--- src/rtl/ddc_complex_decimator.sv ---
// ddc_complex_decimator
//   Digital downconverter with a complex mixer and integrate-and-dump decimation.
//   The ADC stream (real or complex) is multiplied by e^-jwt from an external
//   NCO. Blocks of 2^D valid samples are summed, then rounded, shifted and
//   saturated to OUT_WIDTH. Results go into a first-word-fall-through FIFO.
//
// Ports
//   clk, rst_n          clock, synchronous active-low reset
//   cfg_enable          0 flushes the mixer/decimator pipeline (FIFO keeps draining)
//   cfg_complex_in      1 = use in_q, 0 = treat in_q as zero
//   cfg_dec_log2        decimation exponent D, clamped to DEC_MAX_LOG2
//   in_i, in_q          signed ADC rails, qualified by in_valid
//   nco_cos, nco_sin    signed NCO outputs aligned with in_valid
//   out_i, out_q        FIFO head, out_valid = FIFO non-empty, out_ready = accept
//   fifo_level          FIFO occupancy
//   overflow            sticky flag set when a result is dropped (FIFO full)
//   clear_overflow      clears overflow (a drop in the same cycle wins)
module ddc_complex_decimator #(
  parameter int IN_WIDTH     = 16,
  parameter int NCO_WIDTH    = 16,
  parameter int OUT_WIDTH    = 16,
  parameter int DEC_MAX_LOG2 = 8,
  parameter int FIFO_DEPTH   = 16
) (
  input  logic                                 clk,
  input  logic                                 rst_n,
  input  logic                                 cfg_enable,
  input  logic                                 cfg_complex_in,
  input  logic [$clog2(DEC_MAX_LOG2+1)-1:0]    cfg_dec_log2,
  input  logic signed [IN_WIDTH-1:0]           in_i,
  input  logic signed [IN_WIDTH-1:0]           in_q,
  input  logic                                 in_valid,
  input  logic signed [NCO_WIDTH-1:0]          nco_cos,
  input  logic signed [NCO_WIDTH-1:0]          nco_sin,
  output logic signed [OUT_WIDTH-1:0]          out_i,
  output logic signed [OUT_WIDTH-1:0]          out_q,
  output logic                                 out_valid,
  input  logic                                 out_ready,
  output logic [$clog2(FIFO_DEPTH):0]          fifo_level,
  output logic                                 overflow,
  input  logic                                 clear_overflow
);

  localparam int DW         = $clog2(DEC_MAX_LOG2+1);
  localparam int MW         = IN_WIDTH + NCO_WIDTH;
  localparam int PROD_W     = MW + 1;
  localparam int ACC_W      = PROD_W + DEC_MAX_LOG2;
  localparam int CNT_W      = (DEC_MAX_LOG2 > 0) ? DEC_MAX_LOG2 : 1;
  localparam int AW         = $clog2(FIFO_DEPTH);
  localparam int SHIFT_BASE = NCO_WIDTH - 1 + IN_WIDTH - OUT_WIDTH;

  localparam logic [DW-1:0]           D_MAX    = DW'(DEC_MAX_LOG2);
  localparam logic [AW:0]             LVL_FULL = (AW+1)'(FIFO_DEPTH);
  localparam logic signed [ACC_W:0]   ONE      = (ACC_W+1)'(1);
  localparam logic signed [ACC_W:0]   SAT_MAX  = {{(ACC_W+2-OUT_WIDTH){1'b0}}, {(OUT_WIDTH-1){1'b1}}};
  localparam logic signed [ACC_W:0]   SAT_MIN  = {{(ACC_W+2-OUT_WIDTH){1'b1}}, {(OUT_WIDTH-1){1'b0}}};

  function automatic logic [DW-1:0] clamp_d(input logic [DW-1:0] d);
    return (d > D_MAX) ? D_MAX : d;
  endfunction

  // Round half up, arithmetic shift by D + SHIFT_BASE, saturate to OUT_WIDTH.
  // One extra bit of headroom keeps the rounding add from wrapping.
  function automatic logic signed [OUT_WIDTH-1:0] round_sat(
    input logic signed [ACC_W-1:0] v,
    input logic [DW-1:0]           d
  );
    logic signed [ACC_W:0] ext;
    logic signed [ACC_W:0] rnd;
    logic signed [ACC_W:0] y;
    int s;
    s   = int'(d) + SHIFT_BASE;
    ext = (ACC_W+1)'(v);
    rnd = (s > 0) ? (ONE <<< (s - 1)) : '0;
    y   = (ext + rnd) >>> s;
    if (y > SAT_MAX)      return SAT_MAX[OUT_WIDTH-1:0];
    else if (y < SAT_MIN) return SAT_MIN[OUT_WIDTH-1:0];
    else                  return y[OUT_WIDTH-1:0];
  endfunction

  // ---- E1: input capture ------------------------------------------------
  logic                        vld_p0;
  logic signed [IN_WIDTH-1:0]  xi_p0, xq_p0;
  logic signed [NCO_WIDTH-1:0] cos_p0, sin_p0;
  logic [DW-1:0]               d_p0;

  always_ff @(posedge clk) begin
    if (!rst_n) vld_p0 <= 1'b0;
    else        vld_p0 <= in_valid & cfg_enable;
    if (in_valid & cfg_enable) begin
      xi_p0  <= in_i;
      xq_p0  <= cfg_complex_in ? in_q : '0;
      cos_p0 <= nco_cos;
      sin_p0 <= nco_sin;
      d_p0   <= clamp_d(cfg_dec_log2);
    end
  end

  // ---- E2: complex multiply by e^-jwt, full precision -------------------
  logic signed [MW-1:0]     p_ic, p_qs, p_qc, p_is;
  logic                     vld_p1;
  logic signed [PROD_W-1:0] i_p1, q_p1;
  logic [DW-1:0]            d_p1;

  assign p_ic = MW'(xi_p0) * MW'(cos_p0);
  assign p_qs = MW'(xq_p0) * MW'(sin_p0);
  assign p_qc = MW'(xq_p0) * MW'(cos_p0);
  assign p_is = MW'(xi_p0) * MW'(sin_p0);

  always_ff @(posedge clk) begin
    if (!rst_n) vld_p1 <= 1'b0;
    else        vld_p1 <= vld_p0 & cfg_enable;
    if (vld_p0) begin
      i_p1 <= PROD_W'(p_ic) + PROD_W'(p_qs);
      q_p1 <= PROD_W'(p_qc) - PROD_W'(p_is);
      d_p1 <= d_p0;
    end
  end

  // ---- E3: integrate and dump ------------------------------------------
  // D travels with each sample; the block takes the D of its first sample,
  // so a configuration change mid-block applies from the next block.
  logic signed [ACC_W-1:0] acc_i, acc_q, sum_i, sum_q;
  logic [CNT_W-1:0]        cnt, last_cnt;
  logic [DW-1:0]           d_lat, d_blk;
  logic                    vld_p2;
  logic signed [ACC_W-1:0] res_i_p2, res_q_p2;
  logic [DW-1:0]           d_res_p2;

  assign d_blk    = (cnt == '0) ? d_p1 : d_lat;
  assign last_cnt = ~({CNT_W{1'b1}} << d_blk);
  assign sum_i    = acc_i + ACC_W'(i_p1);
  assign sum_q    = acc_q + ACC_W'(q_p1);

  always_ff @(posedge clk) begin
    if (!rst_n || !cfg_enable) begin
      acc_i  <= '0;
      acc_q  <= '0;
      cnt    <= '0;
      d_lat  <= '0;
      vld_p2 <= 1'b0;
    end else begin
      vld_p2 <= 1'b0;
      if (vld_p1) begin
        if (cnt == '0) d_lat <= d_p1;
        if (cnt == last_cnt) begin
          acc_i  <= '0;
          acc_q  <= '0;
          cnt    <= '0;
          vld_p2 <= 1'b1;
        end else begin
          acc_i <= sum_i;
          acc_q <= sum_q;
          cnt   <= cnt + 1'b1;
        end
      end
    end
    if (vld_p1 && cnt == last_cnt) begin
      res_i_p2 <= sum_i;
      res_q_p2 <= sum_q;
      d_res_p2 <= d_blk;
    end
  end

  // ---- E3 (scale): round, shift, saturate ---------------------------------
  logic                        vld_p3;
  logic signed [OUT_WIDTH-1:0] y_i_p3, y_q_p3;

  always_ff @(posedge clk) begin
    if (!rst_n || !cfg_enable) vld_p3 <= 1'b0;
    else                       vld_p3 <= vld_p2;
    if (vld_p2) begin
      y_i_p3 <= round_sat(res_i_p2, d_res_p2);
      y_q_p3 <= round_sat(res_q_p2, d_res_p2);
    end
  end

  // ---- E4: output FIFO --------------------------------------------------
  // A full FIFO still accepts a push when the head is popped in the same
  // cycle: the write lands in the slot being vacated.
  logic signed [OUT_WIDTH-1:0] mem_i [FIFO_DEPTH];
  logic signed [OUT_WIDTH-1:0] mem_q [FIFO_DEPTH];
  logic [AW-1:0]               wr_ptr, rd_ptr;
  logic                        pop, push, drop, full;

  assign out_valid = (fifo_level != '0);
  assign full      = (fifo_level == LVL_FULL);
  assign pop       = out_valid & out_ready;
  assign push      = vld_p3 & (~full | pop);
  assign drop      = vld_p3 & full & ~pop;
  assign out_i     = out_valid ? mem_i[rd_ptr] : '0;
  assign out_q     = out_valid ? mem_q[rd_ptr] : '0;

  always_ff @(posedge clk) begin
    if (push) begin
      mem_i[wr_ptr] <= y_i_p3;
      mem_q[wr_ptr] <= y_q_p3;
    end
  end

  always_ff @(posedge clk) begin
    if (!rst_n) begin
      wr_ptr     <= '0;
      rd_ptr     <= '0;
      fifo_level <= '0;
      overflow   <= 1'b0;
    end else begin
      if (push) wr_ptr <= wr_ptr + 1'b1;
      if (pop)  rd_ptr <= rd_ptr + 1'b1;
      if (push && !pop)      fifo_level <= fifo_level + 1'b1;
      else if (pop && !push) fifo_level <= fifo_level - 1'b1;
      if (drop)                overflow <= 1'b1;
      else if (clear_overflow) overflow <= 1'b0;
    end
  end

endmodule

--- config.mk ---
export PLATFORM = sky130hd
export DESIGN_NAME = ddc_complex_decimator
export DESIGN_NICKNAME = d
export VERILOG_FILES = /design/src/rtl/ddc_complex_decimator.sv
export SDC_FILE = /design/constraint.sdc
export NUM_CORES = 2
export LEC_CHECK = 0
export BUFFER_PORTS_ARGS = -buffer_cell sky130_fd_sc_hd__buf_2
export CAP_MARGIN = 20
export CORE_AREA = 2 2 463 350
export DETAILED_ROUTE_END_ITERATION = 10
export DIE_AREA = 0 0 465 352
export PLACE_DENSITY = 0.73
export SLEW_MARGIN = 10
export SYNTH_ARGS = -nofsm -noshare
export SYNTH_HDL_FRONTEND = slang
export SYNTH_SLANG_ARGS = --single-unit
--- constraint.sdc ---
create_clock -name clk -period 9 [get_ports clk]
set_clock_uncertainty 0.05 [all_clocks]
set_input_delay 0.9 -clock clk [delete_from_list [all_inputs] [get_ports clk]]
set_output_delay 0.9 -clock clk [all_outputs]
set_load 0.05 [all_outputs]
# [Word-level counts from Yosys, hierarchy flattened]
# Memory sizes are Yosys's and may differ from the RTL's. A register that Yosys moved wholly into a read port is not among the register bits.
# Index checks and enable logic that the tools add are counted.
# W data, S select, Z words.
[totals] reg_bits=368 ramBits=512 out_inout_bits=39 wordCells=100 memories=2
[memory_table] memory="mem_i" depth=16 width=16 read_ports=1 rd_clocked_by_memory_dff=1 write_ports=1 line_no="181" text="logic signed [OUT_WIDTH-1:0] mem_i [FIFO_DEPTH];"
[memory_table] memory="mem_q" depth=16 width=16 read_ports=1 rd_clocked_by_memory_dff=1 write_ports=1 line_no="182" text="logic signed [OUT_WIDTH-1:0] mem_q [FIFO_DEPTH];"
[op_classes] add_sub_neg=13 n_mul=4 magnitude_cmp=6 eq_ne=2 shift=4 n_mux=20 bitwise=11 n_reduce_logical=13
[ops] cell="$mul A16 B16 Y32" count=4
[ops] cell="$add A41 B42 Y42" count=2
[ops] cell="$gt A42 B16 Y1 const B" count=2
[ops] cell="$lt A42 B16 Y1 const B" count=2
[ops] cell="$add A41 B33 Y41" count=2
[ops] cell="$mux W41" count=2
[ops] cell="$mux W16" count=4
[ops] cell="$mux W42" count=1
[ops] cell="$sshl A1 B32 Y42 const A" count=1
[ops] cell="$sshr A42 B32 Y42" count=1
[ops] cell="$sshr A42 B5 Y42" count=1
[ops] cell="$add A32 B32 Y33" count=1
[ops] cell="$sub A32 B32 Y33" count=1
[ops] cell="$mux W4" count=5
[ops] cell="$mux W5" count=2
[ops] cell="$add A4 B1 Y4 const B" count=2
[ops] cell="$add A8 B1 Y8 const B" count=1
[ops] cell="$eq A8 B8 Y1" count=1
[ops] cell="$logic_not A8 Y1" count=1
[ops] cell="$mux W8" count=1
[ops] cell="$not A8 Y8" count=1
[ops] cell="$shl A8 B4 Y8 const A" count=1
[ops] cell="$and A1 B1 Y1" count=6
[ops] cell="$sub A5 B1 Y6 const B" count=1
[ops] cell="15 further kinds" count=27

# [Depth between registers and ports, before layout]
[logic_depth] ltp_word=8 ltp_mapped=38 depth_no_buf=33

# [Least setup slack after synthesis]
# Ideal clock, no wire load.
[synth_path] path_kind="register to register" startpoint="register d_res_p2[0]" endpoint="register y_q_p3[10], data pin" setup_ns=0.165 arrival_ns=8.489 slack_ns=0.296 path_stages_with_launch=34 n_path_buf=8 synth_period_minus_slack_ns=8.704 path_cell_list="edfxtp_1 > buf_4 > clkinv_1 > clkbuf_1 > clkbuf_1 > buf_1 > clkbuf_1 > ha_1 > buf_2 > xor2_1 > clkbuf_1 > nor2_1 > xnor2_1 > o21ai_0 > or2_2 > inv_1 > ha_1 > a211o_1 > a21oi_1 > o21ai_0 > a211o_2 > a21oi_2 > o211a_4 > o31ai_4 > a31oi_1 > mux2_2 > o311a_1 > o41ai_2 > o21ai_1 > a2bb2oi_1 > or3_1 > o41a_1 > buf_4 > o31ai_2"
[synth_between] elab_chain_len=8
[synth_rtl] item="start: declaration" line_no="128" text="logic [DW-1:0] d_res_p2;"
[synth_rtl] item="start signal: assignment" line_no="161" text="d_res_p2 <= d_blk;"
[synth_rtl] item="$add A4 B4 Y5 *" line_no="72" text="s = int'(d) + SHIFT_BASE;"
[synth_rtl] item="$sub A5 B1 Y6" line_no="74" text="rnd = (s > 0) ? (ONE <<< (s - 1)) : '0;"
[synth_rtl] item="$sshl A1 B32 Y42" line_no="74"
[synth_rtl] item="$mux W42" line_no="74"
[synth_rtl] item="$add A41 B42 Y42" line_no="75" text="y = (ext + rnd) >>> s;"
[synth_rtl] item="$sshr A42 B5 Y42 *" line_no="75"
[synth_rtl] item="$lt A42 B16 Y1" line_no="77" text="else if (y < SAT_MIN) return SAT_MIN[OUT_WIDTH-1:0];"
[synth_rtl] item="$mux W16" line_no="77"
[synth_rtl] item="end signal: assignment" line_no="174" text="y_q_p3 <= round_sat(res_q_p2, d_res_p2);"
[synth_rtl] item="end: declaration" line_no="167" text="logic signed [OUT_WIDTH-1:0] y_i_p3, y_q_p3;"
# Mark *: on every way between the ends. The rest lies on a longest branch, timed or not.
# A chain may end at the register's enable or synchronous reset.

# [Final worst setup path]
[layout_path] startpoint="register sin_p0[7]" endpoint="register i_p1[31], data pin"
[layout_between] elab_chain_len=2
[layout_rtl] item="start: declaration" line_no="84" text="logic signed [NCO_WIDTH-1:0] cos_p0, sin_p0;"
[layout_rtl] item="start signal: assignment" line_no="94" text="sin_p0 <= nco_sin;"
[layout_rtl] item="$mul A16 B16 Y32" line_no="106" text="assign p_qs = MW'(xq_p0) * MW'(sin_p0);"
[layout_rtl] item="$add A32 B32 Y33" line_no="114" text="i_p1 <= PROD_W'(p_ic) + PROD_W'(p_qs);"
[layout_rtl] item="end signal: assignment" line_no="114"
[layout_rtl] item="end: declaration" line_no="102" text="logic signed [PROD_W-1:0] i_p1, q_p1;"
# No other way between the ends.

==> impl_metrics.csv <==
group,metric,value,unit
global_route,grt_overflow,0,
logic_synthesis,async_reset_ff_share,0,%
drt,viasPerCell,5.97,
logic_synthesis,synth_xor_area_share,2.61,%
floorplanning,dieArea,0.164,mm^2
logic_synthesis,ys_ff_latch,884,
setup_path,arrival,9040,ps
global_route,antenna_found_initial,12,
timing,maxSlewViolCount,0,
timing,fin_crit_sh,95.9,%
timing,rsz0062_at_grt,"no",
placement,numPortBuffers,113,
min_path,min-delay-path-class,"in -> reg",
logic_synthesis,seq_area_frac_synth,29.2,%
logic_synthesis,synth.avg_cell_area,10.8,um^2
timing,final.min_clock_period,8630,ps
logic_synthesis,synth_largest_area_cell,"fa_1",
logic_synthesis,netlist_instances,8072,
setup_path,path_max_fanout,12,
global_route,grt_max_degree,90,
logic_synthesis,synth_top_family_by_area,"adder cells",
timing,setup_ws,367,ps
timing,timing.fmax,116,MHz
setup_path,crit_type,"reg -> reg",
drt,ant_nets,0,
cells_and_area,area_growth,8.14,%
timing,slew_headroom,26.6,%
floorplanning,die_w,465,um
floorplanning,die_h,352,um
cells_and_area,drive_gt1_share,10.2,%
cells_and_area,final_cells,10300,
global_route,grtUsageTotal,30.7,%
floorplanning,io_pins,114,
logic_synthesis,synth_top_cell_area_share,27.1,%
cells_and_area,final_cell_mix,"1,242 x inv_1, 1,178 x fa_1, 815 x nand2_1",
cts,cts.sinks,884,
cts,max-clock-path-buffers,3,
logic_synthesis,synth_compound_area_share,8.36,%
timing,hold_violations,0,
logic_synthesis,yosys-top-cells-area,"fa_1 27%, edfxtp_1 27%, ha_1 6.9%",
drt,firstDrtPassIters,5,
drt,routed_wl,248000,um
drt,vias,61600,
logic_synthesis,synth_mux_area_share,5.84,%
setup_path,end_kind,"flip-flop",
placement,dp_cells,10100,
cts,cts_max_level,3,
setup_path,required,9410,ps
logic_synthesis,synth_fa_ha_area_share,34.1,%
timing,worst_pin_slew,1100,ps
cells_and_area,finalNetCount,9848,
cts,cts_buffers,89,
logic_synthesis,netlist_area,0.0870,mm^2
logic_synthesis,synthSimpleGateAreaFrac,12.7,%
setup_path,startpoint_type,"flip-flop",
cells_and_area,final_common_cell,"inv_1",
floorplanning,initial_core_util,54.7,%
global_route,grt_pass1_wl,383000,um
floorplanning,core,0.159,mm^2
drt,drc,0,
run,maxCapViolations,0,
global_route,grt_pass1_vias,63900,
outcome,status,"finished, final reports clean",
floorplanning,rows,127,
cts,cts_tree,"yes",
drt,avgRoutedWirePerCell,24.0,um
placement,place_ws,185,ps
cells_and_area,utilization,59.2,%
logic_synthesis,ys_warn_count,0,
drt,dr.first_iter.drc_count,6525,
placement,detailed_place_hpwl,185000,um
cts,clkTransAtPathRegs,70,ps
logic_synthesis,ys_dominant_reg_cell,"edfxtp_1",
logic_synthesis,synth-edff-count,768,
cts,root_buffer,"clkbuf_16",
timing,finalSetupViolCount,0,
timing,fin_tns_setup,0,ps
logic_synthesis,synth.distinct_cells,124,
placement,gp_congestion,0.951,
cts,clkLatencyLatePin,730,ps
[Yosys cell counts, types with 10 or more instances]
library cell and count:
o21a_1 40, xnor2_1 187, or2_2 26, o21bai_1 36, o211a_1 11, a31oi_1 58
and2_1 478, inv_1 1243, buf_1 47, mux2i_1 76, nand2_1 816, fa_1 1178
nand4_1 37, nor2_1 381, edfxtp_1 768, mux4_2 174, o21ai_0 144, buf_6 10
mux2_2 33, dfxtp_1 116, ha_1 480, nor4_1 17, nor3_1 82, nand2b_1 99
a21o_1 106, and3_1 39, xor2_1 65, nor2b_1 80, o31ai_1 22, o21ai_1 23
nand3_1 116, o31ai_2 11, o211ai_1 36, a211oi_1 53, buf_2 13, a21oi_1 328
or3_1 24, clkbuf_1 342, a21boi_0 17
[per-layer routing]
layer | wire length, um | track usage (%) | vias up
li1 | - | - | 26700
met1 | 103000 | 44.3 | 31200
met2 | 110000 | 46.7 | 3165
met3 | 26500 | 6.46 | 512
met4 | 8660 | 9.37 | 4
met5 | 23 | 0 | -
[metrics by stage]
stage / hold WS (ps) / area (um^2)
5_1_grt: 277 / 94100
3_3_place_gp: 358 / 90800
6_report: 301 / 94100
4_1_cts: 256 / 93800
2_1_floorplan: 350 / 87100
3_5_place_dp: 358 / 90800
[logic make-up after synthesis]
| kind of cell | Yosys count |
|---|---|
| AND/OR/NAND/NOR | 2250 |
| adder cells (fa/ha/maj) | 1663 |
| buffers and inverters | 1662 |
| AO/OA/AOI/OAI | 1072 |
| flip-flops | 884 |
| multiplexers | 285 |
| XOR/XNOR | 255 |
| other | 1 |
[sequential cells by signal, indices dropped and copies added, names as in the netlist, 33 cells and up, named ones only]
signal,count
res_q_p2,41
acc_i,41
i_p1,33
res_i_p2,41
q_p1,33
mem_q,256
acc_q,41
mem_i,256
[repair_timing]
item	CTS	global route
hold buffers	0	0
resized for setup	0	13
setup endpoints to repair	0	16
buffers inserted	0	20
[worst paths after layout]
| kind | from | to | slack (ps) | cells past startpoint |
|---|---|---|---|---|
| worst max-delay path | sin_p0[7] | i_p1[31] | 370 | 26 |
| worst min-delay path | nco_sin[5] | sin_p0[5] | 300 | 1 |
| worst max register to register | sin_p0[7] | i_p1[31] | 370 | 26 |
| worst min register to register | d_p0[2] | d_p1[2] | 370 | 0 |
[area by class of cell]
type | instances | area (um^2)
fill | 12700 | 65000
multi-input combinational | 5543 | 55600
tap | 2128 | 2660
clock inverter | 52 | 533
clock buffer | 114 | 2410
antenna | 2 | 5.00
timing repair buffer | 351 | 2830
inverter | 1246 | 4680
sequential | 884 | 25400
[critical path, cell delays in order (launching register included)]
cell       delay [ps]
edfxtp_1          850
buf_4             320
nand2_1           100
fa_1              510
fa_1              430
fa_1              500
inv_1              60
fa_1              530
inv_1              50
fa_1              490
fa_1              430
fa_1              490
inv_1              50
fa_1              470
ha_1              340
or2_2             320
a21o_1            190
a31o_2            250
o211a_1           250
o21ai_1           200
a21oi_1           150
o41a_1            360
a21oi_2           200
o21bai_1          100
a2111oi_1         390
nor3_1            120
xor2_1            160
Power is not shown: default switching activity piles up to over one toggle a cycle in this logic, so the estimate is an artifact.
